--- config.mk ---
export PLATFORM = sky130hd
export DESIGN_NAME = de_wb_regfile
export DESIGN_NICKNAME = d
export VERILOG_FILES = /design/src/rtl/de_wb_regfile_pkg.sv /design/src/rtl/de_pend_counter.sv /design/src/rtl/de_wb_regfile.sv
export SDC_FILE = /design/constraint.sdc
export NUM_CORES = 2
export LEC_CHECK = 0
export ABC_CLOCK_PERIOD_IN_PS = 97900
export BUFFER_PORTS_ARGS = -buffer_cell sky130_fd_sc_hd__buf_4
export CAP_MARGIN = 20
export CORE_ASPECT_RATIO = 1.5
export CORE_MARGIN = 3
export CORE_UTILIZATION = 50
export CTS_CLUSTER_SIZE = 8
export DETAILED_ROUTE_END_ITERATION = 8
export HOLD_SLACK_MARGIN = 0.03
export PLACE_DENSITY = 0.69
export SLEW_MARGIN = 20
export SYNTH_ARGS = -nofsm -noshare
export SYNTH_HDL_FRONTEND = slang
export SYNTH_SLANG_ARGS = --single-unit
export TNS_END_PERCENT = 10
--- constraint.sdc ---
create_clock -name clk -period 97.9 [get_ports clk]
set_input_delay 9.79 -clock clk [delete_from_list [all_inputs] [get_ports clk]]
set_output_delay 9.79 -clock clk [all_outputs]
set_load 0.02 [all_outputs]
--- src/rtl/de_wb_regfile_pkg.sv ---
// de_wb_regfile_pkg
//   Shared definitions for the decode-stage register file and the writeback
//   bus that feeds it. The WB packer and the DE unpacker both use
//   wb_bus_t, so the field order and widths have only one definition.
//   Bus layout, MSB -> LSB: {wr_reg, wregno, regval, wcsrno, wr_csr}.
package de_wb_regfile_pkg;

    localparam int DBITS        = 32;
    localparam int REGNOBITS    = 5;
    localparam int REGWORDS     = 2 ** REGNOBITS;
    localparam int CSRNOBITS    = 12;
    localparam int CSR_WORDS    = 8;
    localparam int CSR_IDX_BITS = $clog2(CSR_WORDS);
    localparam int PEND_BITS    = 3;
    localparam logic [DBITS-1:0] PASS_VAL = 32'hF0;
    localparam logic [REGNOBITS-1:0] STATUS_REGNO = 5'd10;

    localparam int WB_BUS_BITS = 1 + REGNOBITS + DBITS + CSRNOBITS + 1;

    typedef struct packed {
        logic                 wr_reg;
        logic [REGNOBITS-1:0] wregno;
        logic [DBITS-1:0]     regval;
        logic [CSRNOBITS-1:0] wcsrno;
        logic                 wr_csr;
    } wb_bus_t;

    // True when a bus CSR index selects one of the implemented CSRs.
    function automatic logic csr_in_range(input logic [CSRNOBITS-1:0] no);
        return no < CSRNOBITS'(CSR_WORDS);
    endfunction

endpackage

--- src/rtl/de_pend_counter.sv ---
// de_pend_counter
//   Pending-write counter for one architectural register.
//   inc: an instruction writing this register was issued.
//   dec: a writeback to this register retires.
//   Both at once leave the count unchanged. The count saturates at
//   all-ones; an increment lost to saturation raises ovf for that cycle.
//   A decrement at zero is a WB of an untracked write and is ignored.
// Ports
//   clk, reset   clock, asynchronous active-high reset
//   inc, dec     increment / decrement requests
//   busy         register still has an outstanding writer that the
//                bypass cannot cover this cycle
//   ovf          pulse: increment dropped because the counter is full
module de_pend_counter
    import de_wb_regfile_pkg::*;
#(
    parameter int W = PEND_BITS
) (
    input  logic clk,
    input  logic reset,
    input  logic inc,
    input  logic dec,
    output logic busy,
    output logic ovf
);

    logic [W-1:0] cnt;

    always_ff @(posedge clk or posedge reset) begin
        if (reset) begin
            cnt <= '0;
        end else begin
            case ({inc, dec})
                2'b10: if (cnt != '1) cnt <= cnt + W'(1);
                2'b01: if (cnt != '0) cnt <= cnt - W'(1);
                default: cnt <= cnt;
            endcase
        end
    end

    // A single outstanding writer that retires this very cycle is served
    // by the WB->read bypass, so it does not need to stall.
    assign busy = (cnt > W'(1)) || ((cnt == W'(1)) && !dec);
    assign ovf  = inc && !dec && (cnt == '1);

endmodule

--- src/rtl/de_wb_regfile.sv ---
// de_wb_regfile
//   Decode-stage sink of the writeback bus. Holds the integer register
//   file and a small CSR file with same-cycle WB->read bypass, tracks
//   outstanding writers per register to produce the RAW-hazard stall,
//   and latches the pass/fail status word written to x10.
// Ports
//   clk, reset                 clock, asynchronous active-high reset
//   wb_wr_reg/wregno/regval    WB register write
//   wb_wcsrno/wr_csr           WB CSR write (data shared with regval)
//   de_issue, de_rd            DE issues a register-writing instruction
//   rs1_no, rs2_no, csr_rno    read indices
//   rs1_val, rs2_val, csr_rval combinational read data
//   raw_stall                  a source register has an outstanding writer
//   pend_ovf                   sticky pending-counter saturation flag
//   reg10_val                  sticky status word
module de_wb_regfile
    import de_wb_regfile_pkg::*;
(
    input  logic                 clk,
    input  logic                 reset,
    input  logic                 wb_wr_reg,
    input  logic [REGNOBITS-1:0] wb_wregno,
    input  logic [DBITS-1:0]     wb_regval,
    input  logic [CSRNOBITS-1:0] wb_wcsrno,
    input  logic                 wb_wr_csr,
    input  logic                 de_issue,
    input  logic [REGNOBITS-1:0] de_rd,
    input  logic [REGNOBITS-1:0] rs1_no,
    input  logic [REGNOBITS-1:0] rs2_no,
    input  logic [CSRNOBITS-1:0] csr_rno,
    output logic [DBITS-1:0]     rs1_val,
    output logic [DBITS-1:0]     rs2_val,
    output logic [DBITS-1:0]     csr_rval,
    output logic                 raw_stall,
    output logic                 pend_ovf,
    output logic [DBITS-1:0]     reg10_val
);

    wb_bus_t wb;
    assign wb = {wb_wr_reg, wb_wregno, wb_regval, wb_wcsrno, wb_wr_csr};

    logic [DBITS-1:0] rf  [REGWORDS];
    logic [DBITS-1:0] csr [CSR_WORDS];

    logic reg_wr_en;
    logic csr_wr_en;
    assign reg_wr_en = wb.wr_reg && (wb.wregno != '0);
    assign csr_wr_en = wb.wr_csr && csr_in_range(wb.wcsrno);

    // Register file: x0 is never written, and reads of x0 are forced to 0.
    always_ff @(posedge clk or posedge reset) begin
        if (reset) begin
            for (int i = 0; i < REGWORDS; i++) rf[i] <= '0;
        end else if (reg_wr_en) begin
            rf[wb.wregno] <= wb.regval;
        end
    end

    always_ff @(posedge clk or posedge reset) begin
        if (reset) begin
            for (int i = 0; i < CSR_WORDS; i++) csr[i] <= '0;
        end else if (csr_wr_en) begin
            csr[wb.wcsrno[CSR_IDX_BITS-1:0]] <= wb.regval;
        end
    end

    // Read ports with bypass from the writeback happening this cycle.
    always_comb begin
        rs1_val = rf[rs1_no];
        if (rs1_no == '0)
            rs1_val = '0;
        else if (wb.wr_reg && wb.wregno == rs1_no)
            rs1_val = wb.regval;

        rs2_val = rf[rs2_no];
        if (rs2_no == '0)
            rs2_val = '0;
        else if (wb.wr_reg && wb.wregno == rs2_no)
            rs2_val = wb.regval;

        csr_rval = csr[csr_rno[CSR_IDX_BITS-1:0]];
        if (!csr_in_range(csr_rno))
            csr_rval = '0;
        else if (wb.wr_csr && wb.wcsrno == csr_rno)
            csr_rval = wb.regval;
    end

    // Pending-writer scoreboard, one counter per register except x0.
    logic [REGWORDS-1:0] busy_vec;
    logic [REGWORDS-1:0] ovf_vec;

    assign busy_vec[0] = 1'b0;
    assign ovf_vec[0]  = 1'b0;

    generate
        for (genvar gi = 1; gi < REGWORDS; gi++) begin : g_pend
            logic inc;
            logic dec;
            assign inc = de_issue  && (de_rd     == REGNOBITS'(gi));
            assign dec = wb.wr_reg && (wb.wregno == REGNOBITS'(gi));

            de_pend_counter #(.W(PEND_BITS)) u_cnt (
                .clk   (clk),
                .reset (reset),
                .inc   (inc),
                .dec   (dec),
                .busy  (busy_vec[gi]),
                .ovf   (ovf_vec[gi])
            );
        end
    endgenerate

    assign raw_stall = busy_vec[rs1_no] | busy_vec[rs2_no];

    always_ff @(posedge clk or posedge reset) begin
        if (reset)
            pend_ovf <= 1'b0;
        else if (|ovf_vec)
            pend_ovf <= 1'b1;
    end

    // Status latch: first PASS_VAL written to x10 sticks until reset.
    always_ff @(posedge clk or posedge reset) begin
        if (reset)
            reg10_val <= '0;
        else if (wb.wr_reg && wb.wregno == STATUS_REGNO &&
                 wb.regval == PASS_VAL && reg10_val == '0)
            reg10_val <= PASS_VAL;
    end

endmodule

# ---- Yosys cells after proc, flatten, opt, wreduce, memory -nomap -nowiden
# Index checks and enable logic that the tools add are counted.
dict set report classes {
  n_addsub 62
  order_cmp 42
  n_eq_ne 283
  n_mux 118
  bitwise 6
  reduce_logical 324
}
# op count
set ops {}
lappend ops {{bitwise mux 1024 bit} 1}
lappend ops {{2-to-1 mux 32 bit} 14}
lappend ops {{binary-select mux 32 bit (select 5 bit)} 2}
lappend ops {{bitwise mux 256 bit} 1}
lappend ops {{2-to-1 mux 3 bit} 62}
lappend ops {{case mux 3 bit (2 select lines)} 31}
lappend ops {{logical AND 1 bit} 164}
lappend ops {{demux 32 bit (select 5 bit)} 1}
lappend ops {{equality test 5 bit, second input constant} 32}
lappend ops {{!= test 2 x 1 -> 1 bit, second input constant} 62}
lappend ops {{binary-select mux 32 bit (select 3 bit)} 1}
lappend ops {{demux 32 bit (select 3 bit)} 1}
lappend ops {{adder 3 x 1 -> 3 bit, second input constant} 31}
lappend ops {{equality test 3 x 1 -> 1 bit, second input constant} 31}
lappend ops {{equality test 3 bit, second input constant} 31}
lappend ops {{> comparator 3 x 1 -> 1 bit, second input constant} 31}
lappend ops {{!= test 3 bit, second input constant} 31}
lappend ops {{AND reduction 3 bit} 31}
lappend ops {{nonzero test 3 bit} 31}
lappend ops {{subtractor 3 x 1 -> 3 bit, second input constant} 31}
lappend ops {{equality test 5 x 4 -> 1 bit, second input constant} 16}
lappend ops {{equality test 2 x 1 -> 1 bit, second input constant} 31}
lappend ops {{equality test 2 bit, second input constant} 31}
lappend ops {{nonzero test 2 bit} 31}
lappend ops {{other kinds (23)} 106}
dict set report word_totals {
  regBits 1375
  inputBits 81
  output_inout_bits 130
  elab_cells 908
}

# ---- Logic depth before layout (Yosys ltp)
dict set report depth {
  depth_word 8
  ltp_mapped 12
  depth_no_buf 10
}

# ---- By module
# A second synthesis with hierarchy kept.
dict set report hier_totals {
  cells_unflattened 5737
  hier_area_um2 77470.6
}
# mod instances cells_per_inst area_each_um2 seq_area_each_um2
set modules_own_cells {}
lappend modules_own_cells {de_wb_regfile 1 4807 68200.4 32080.8}
lappend modules_own_cells {de_pend_counter 31 30 299.0 75.1}

# ---- Worst setup path after synthesis
# Ideal clock, no wire load.
dict set report synth_path {
  path_kind {input-to-output}
  startpoint {input port rs2_no[0]}
  endpoint {output port rs2_val[20]}
  t_arrival_ps 11628
  required_time_ps 88110
  setup_slack_ps 76482
  path_stages 8
  path_buffers 4
  path_cell_list {buf_4 > buf_6 > buf_2 > buf_4 > mux4_2 > mux4_2 > mux2i_1 > a211oi_1}
}
dict set report synth_between {
  elab_chain_cells 6
  word_cells_on_any_way 9
  cone_classes {1 x eq/ne; 5 x mux; 1 x bitwise; 2 x reduce/logical}
}
# item line_no
set synth_lines {}
lappend synth_lines {{start, declared} de_wb_regfile.sv:29} ;# input logic [REGNOBITS-1:0] rs2_no,
lappend synth_lines {{NOT 5 -> 6 bit (not written as such)} de_wb_regfile.sv:75} ;# rs2_val = rf[rs2_no];
lappend synth_lines {{binary-select mux 32 bit (select 5 bit)} de_wb_regfile.sv:75}
lappend synth_lines {{2-to-1 mux 32 bit (not written as such) (2 in a row)} de_wb_regfile.sv:75}
lappend synth_lines {{2-to-1 mux 32 bit} de_wb_regfile.sv:78} ;# else if (wb.wr_reg && wb.wregno == rs2_no)
lappend synth_lines {{2-to-1 mux 32 bit (*)} de_wb_regfile.sv:76} ;# if (rs2_no == '0)
lappend synth_lines {{end, declared} de_wb_regfile.sv:32} ;# output logic [DBITS-1:0] rs2_val,
# Every way passes the cells marked *; elsewhere a longest branch is shown, timed or not. The select of a mux whose other input is x is not followed.

# ---- Worst setup path in the final report
dict set report layout_path {
  startpoint {input port rs1_no[0]}
  endpoint {output port rs1_val[19]}
}
dict set report layout_between {
  elab_chain_cells 6
  word_cells_on_any_way 9
  cone_classes {1 x eq/ne; 5 x mux; 1 x bitwise; 2 x reduce/logical}
}
# item line_no
set layout_lines {}
lappend layout_lines {{start, declared} de_wb_regfile.sv:28} ;# input logic [REGNOBITS-1:0] rs1_no,
lappend layout_lines {{NOT 5 -> 6 bit (not written as such)} de_wb_regfile.sv:69} ;# rs1_val = rf[rs1_no];
lappend layout_lines {{binary-select mux 32 bit (select 5 bit)} de_wb_regfile.sv:69}
lappend layout_lines {{2-to-1 mux 32 bit (not written as such) (2 in a row)} de_wb_regfile.sv:69}
lappend layout_lines {{2-to-1 mux 32 bit} de_wb_regfile.sv:72} ;# else if (wb.wr_reg && wb.wregno == rs1_no)
lappend layout_lines {{2-to-1 mux 32 bit (*)} de_wb_regfile.sv:70} ;# if (rs1_no == '0)
lappend layout_lines {{end, declared} de_wb_regfile.sv:31} ;# output logic [DBITS-1:0] rs1_val,
# Marks and branches as above.

==> flow_summary_export.csv <==
group,metric,value,unit
power_and_ir_drop,static-leakage-power,38.07,nW
clock_network,htreeDepth,4,
route,routedWlPerCell,30.35,µm
die,initial_utilization,50.52,%
route,first_pass_iters,6,
route,drc,0,
finish,final_core_util,55.64,%
setup_path,crit_chain,"buf_8, buf_4, buf_4, buf_4, mux4_2, mux4_2, mux2i_1, a21oi_1, buf_4",
grt,grt_max_degree,173,
yosys,synth_area,0.07688,mm²
yosys,post-synth-top-area-fraction,44.76,%
sta,tns,0,ps
outcome,status,"finished clean",
setup_path,critPathSlowestCell,"buf_4",
sta,slew_headroom,24.21,%
yosys,syn_avg_cell_area,14.36,µm²
placed_design,gp_congestion,0.8756,
yosys,synth_ff_type,"dfrtp_1",
route,routed_wl,223.2,mm
yosys,synth_enable_flop_cells,0,
die,core,0.1522,mm²
sta,maxSlewViolCount,0,
setup_path,path_max_fanout,56,
die,die_w,326.2,µm
yosys,ys_top_cells_by_area,"dfrtp_1, mux4_2, mux2_2, ha_1, clkbuf_1",
clock_network,cts_hold_buffers,0,
sta,rsz0062_at_grt,"no",
clock_network,cts_tree,"built",
route,via_per_inst,6.676,
clock_network,clock_sinks,1375,
clock_network,post-cts-setup-buffers,0,
power_and_ir_drop,power,1.764,mW
clock_network,root_buffer,"clkbuf_16",
finish,stdcell_count,7353,
power_and_ir_drop,p_per_area,20.84,mW/mm²
yosys,yosysWarnings,0,
sta,max_freq,40.58,MHz
grt,grt_overflow_total,0,
placed_design,dp_hpwl,124.5,mm
route,m1WireLength,87.52,mm
setup_path,path_class,"in2out",
flow_run,maxCapViolations,0,
yosys,yosysTopAreaCell,"dfrtp_1",
die,row_count,175,
setup_path,crit_family,"buffers and inverters",
route,drt_iter0_drc,4105,
setup_path,path_buf_inv,5,
yosys,ys_seq_area_share,44.76,%
placed_design,dp.cells,7138,
setup_path,critPathRequiredTime,88110,ps
placed_design,io_buffers,182,
sta,hold_viol,0,
die,die_h,486.2,µm
yosys,ys_types,62,
grt,antenna_found_initial,1,
grt,track_usage,28.21,%
sta,setup_viol,0,
yosys,synth_seq_cells,1375,
yosys,synthCells,5352,
die,dieArea,0.1586,mm²
setup_path,end_kind,"output port",
clock_network,path_clk_slew,50,ps
setup_path,cp_common_cell,"buf_4",
grt,grt_pass1_wl,333.8,mm
yosys,async_reset_ff_share,100.0,%
sta,fin_crit_sh,25.17,%
clock_network,clock_latency,810,ps
sta,worst_slew_pin_slew,1130,ps
route,num_vias,49090,
route,ant_nets,0,
grt,grt_pass1_vias,51150,
finish,final_net_count,5595,
power_and_ir_drop,vdd_drop_max,0.00001516,V
route,wl_met2,108.7,mm
clock_network,cts_max_path_buffers,3,
setup_path,max_stage_delay,900,ps
finish,syn2layout_area_growth,10.13,%
die,ios,211,
clock_network,cts_resized,0,
sta,layout_min_cycle_time,24640,ps
worst_hold_path,hp-class,"reg2reg",
finish,drive_gt1_share,46.54,%
route,routed.top_layer,"met5",
setup_path,start_kind,"input port",
setup_path,cp.arrival,14850,ps
clock_network,cts_made_buffers,190,
sta,fin_skew,13.11,ps
route,met3_length,17.76,mm
sta,whs,389.3,ps
-- kinds of logic after synthesis --
kind of cell / after synthesis / share of synthesized area (%)
multiplexers: 2054 / 40.13
flip-flops: 1375 / 44.76
buffers and inverters: 689 / 3.812
AND/OR/NAND/NOR: 493 / 3.247
AO/OA/AOI/OAI: 470 / 3.914
adder cells (fa/ha/maj): 217 / 3.532
XOR/XNOR: 53 / 0.6038
other: 1 / 0.004878
-- through the flow --
step,cell area [µm²],setup WS [ps]
after detailed placement,79520,73190
after CTS,84600,73180
after global placement,79510,73230
after floorplan,76980,49340
after global routing,84660,72900
final,84670,73260
-- path summary, 6_finish.rpt --
check | from | end | slack (ps) | cells after the start
min in group asynchronous | reset | g_pend[24].u_cnt.cnt[2]$_DFFE_PP0P_ | 9110 | 2
max in group asynchronous | reset | csr[142]$_DFFE_PP0P_ | 83980 | 7
hold / removal | rf[992]$_DFFE_PP0P_ | rf[992]$_DFFE_PP0P_ | 390 | 0
hold reg to reg | rf[992]$_DFFE_PP0P_ | rf[992]$_DFFE_PP0P_ | 390 | 0
setup / recovery | rs1_no[0] | rs1_val[19] | 73260 | 9
setup reg to reg | g_pend[2].u_cnt.cnt[0]$_DFFE_PP0P_ | pend_ovf$_DFFE_PP0P_ | 95520 | 6
-- layer usage --
layer,vias to the layer above,GRT usage [%]
li1,20090,-
met1,26420,37.13
met2,2069,46.23
met3,511,5.624
met4,2,11.20
met5,-,0
-- synth_stat cells (4+ instances only) --
master     instances
a2111oi_0          7
a211oi_1          64
a21o_1            32
a21oi_1          101
a221o_1            8
a221oi_1           5
a22o_1             5
a22oi_1           28
a311oi_1           5
a31oi_1           45
a41oi_1           16
and4b_1            4
buf_1             51
buf_2            104
buf_4             51
clkbuf_1         329
clkinv_1           8
dfrtp_1         1375
ha_1             217
inv_1            143
mux2_2          1255
mux2i_1          102
mux4_2           697
nand2_1          120
nand2b_1          16
nand3_1           22
nand4_1            4
nand4b_1           4
nor2_1           148
nor2b_1           58
nor3_1            29
nor3b_1            9
nor4_1            38
nor4b_1           22
nor4bb_1           5
o2111ai_1          5
o211ai_1           4
o21ai_0          118
o22ai_1            7
o31ai_1            7
xnor2_1           38
xor2_1            15
-- registers in the layout, summed over array words and instances, names as in the netlist --
signal            flops
csr                 256
reg10_val             1
rf                 1024
g_pend.u_cnt.cnt     93
pend_ovf              1
-- cells in the final DEF, fill, tap and decap left out, types with 56 or more instances in the layout --
master and count:
clkbuf_16 192, a211oi_1 64, mux4_2 697, a21oi_1 101
ha_1 217, nand2_1 100, buf_4 250, nor2b_1 56
mux2i_1 102, dfrtp_1 1375, mux2_2 1255, inv_1 141
o21ai_0 118, nor2_1 141
-- area by class of cell --
class,instances,area (µm²)
clock inverter,14,266.5
clock buffer,195,4816
sequential,1375,34410
fill,12080,67510
timing repair buffer,264,2126
multi-input combinational,3315,39920
inverter,151,576.8
tap,2035,2546
antenna,4,10.01
-- where the power goes --
group | internal [mW] | switching (mW) | leakage, nW
clock | 0.345 | 0.247 | 2.48
combinational | 0.227 | 0.191 | 17.8
sequential | 0.669 | 0.0848 | 17.8
total | 1.24 | 0.523 | 38.1
Note: power is estimated with default switching activity, not from simulation.
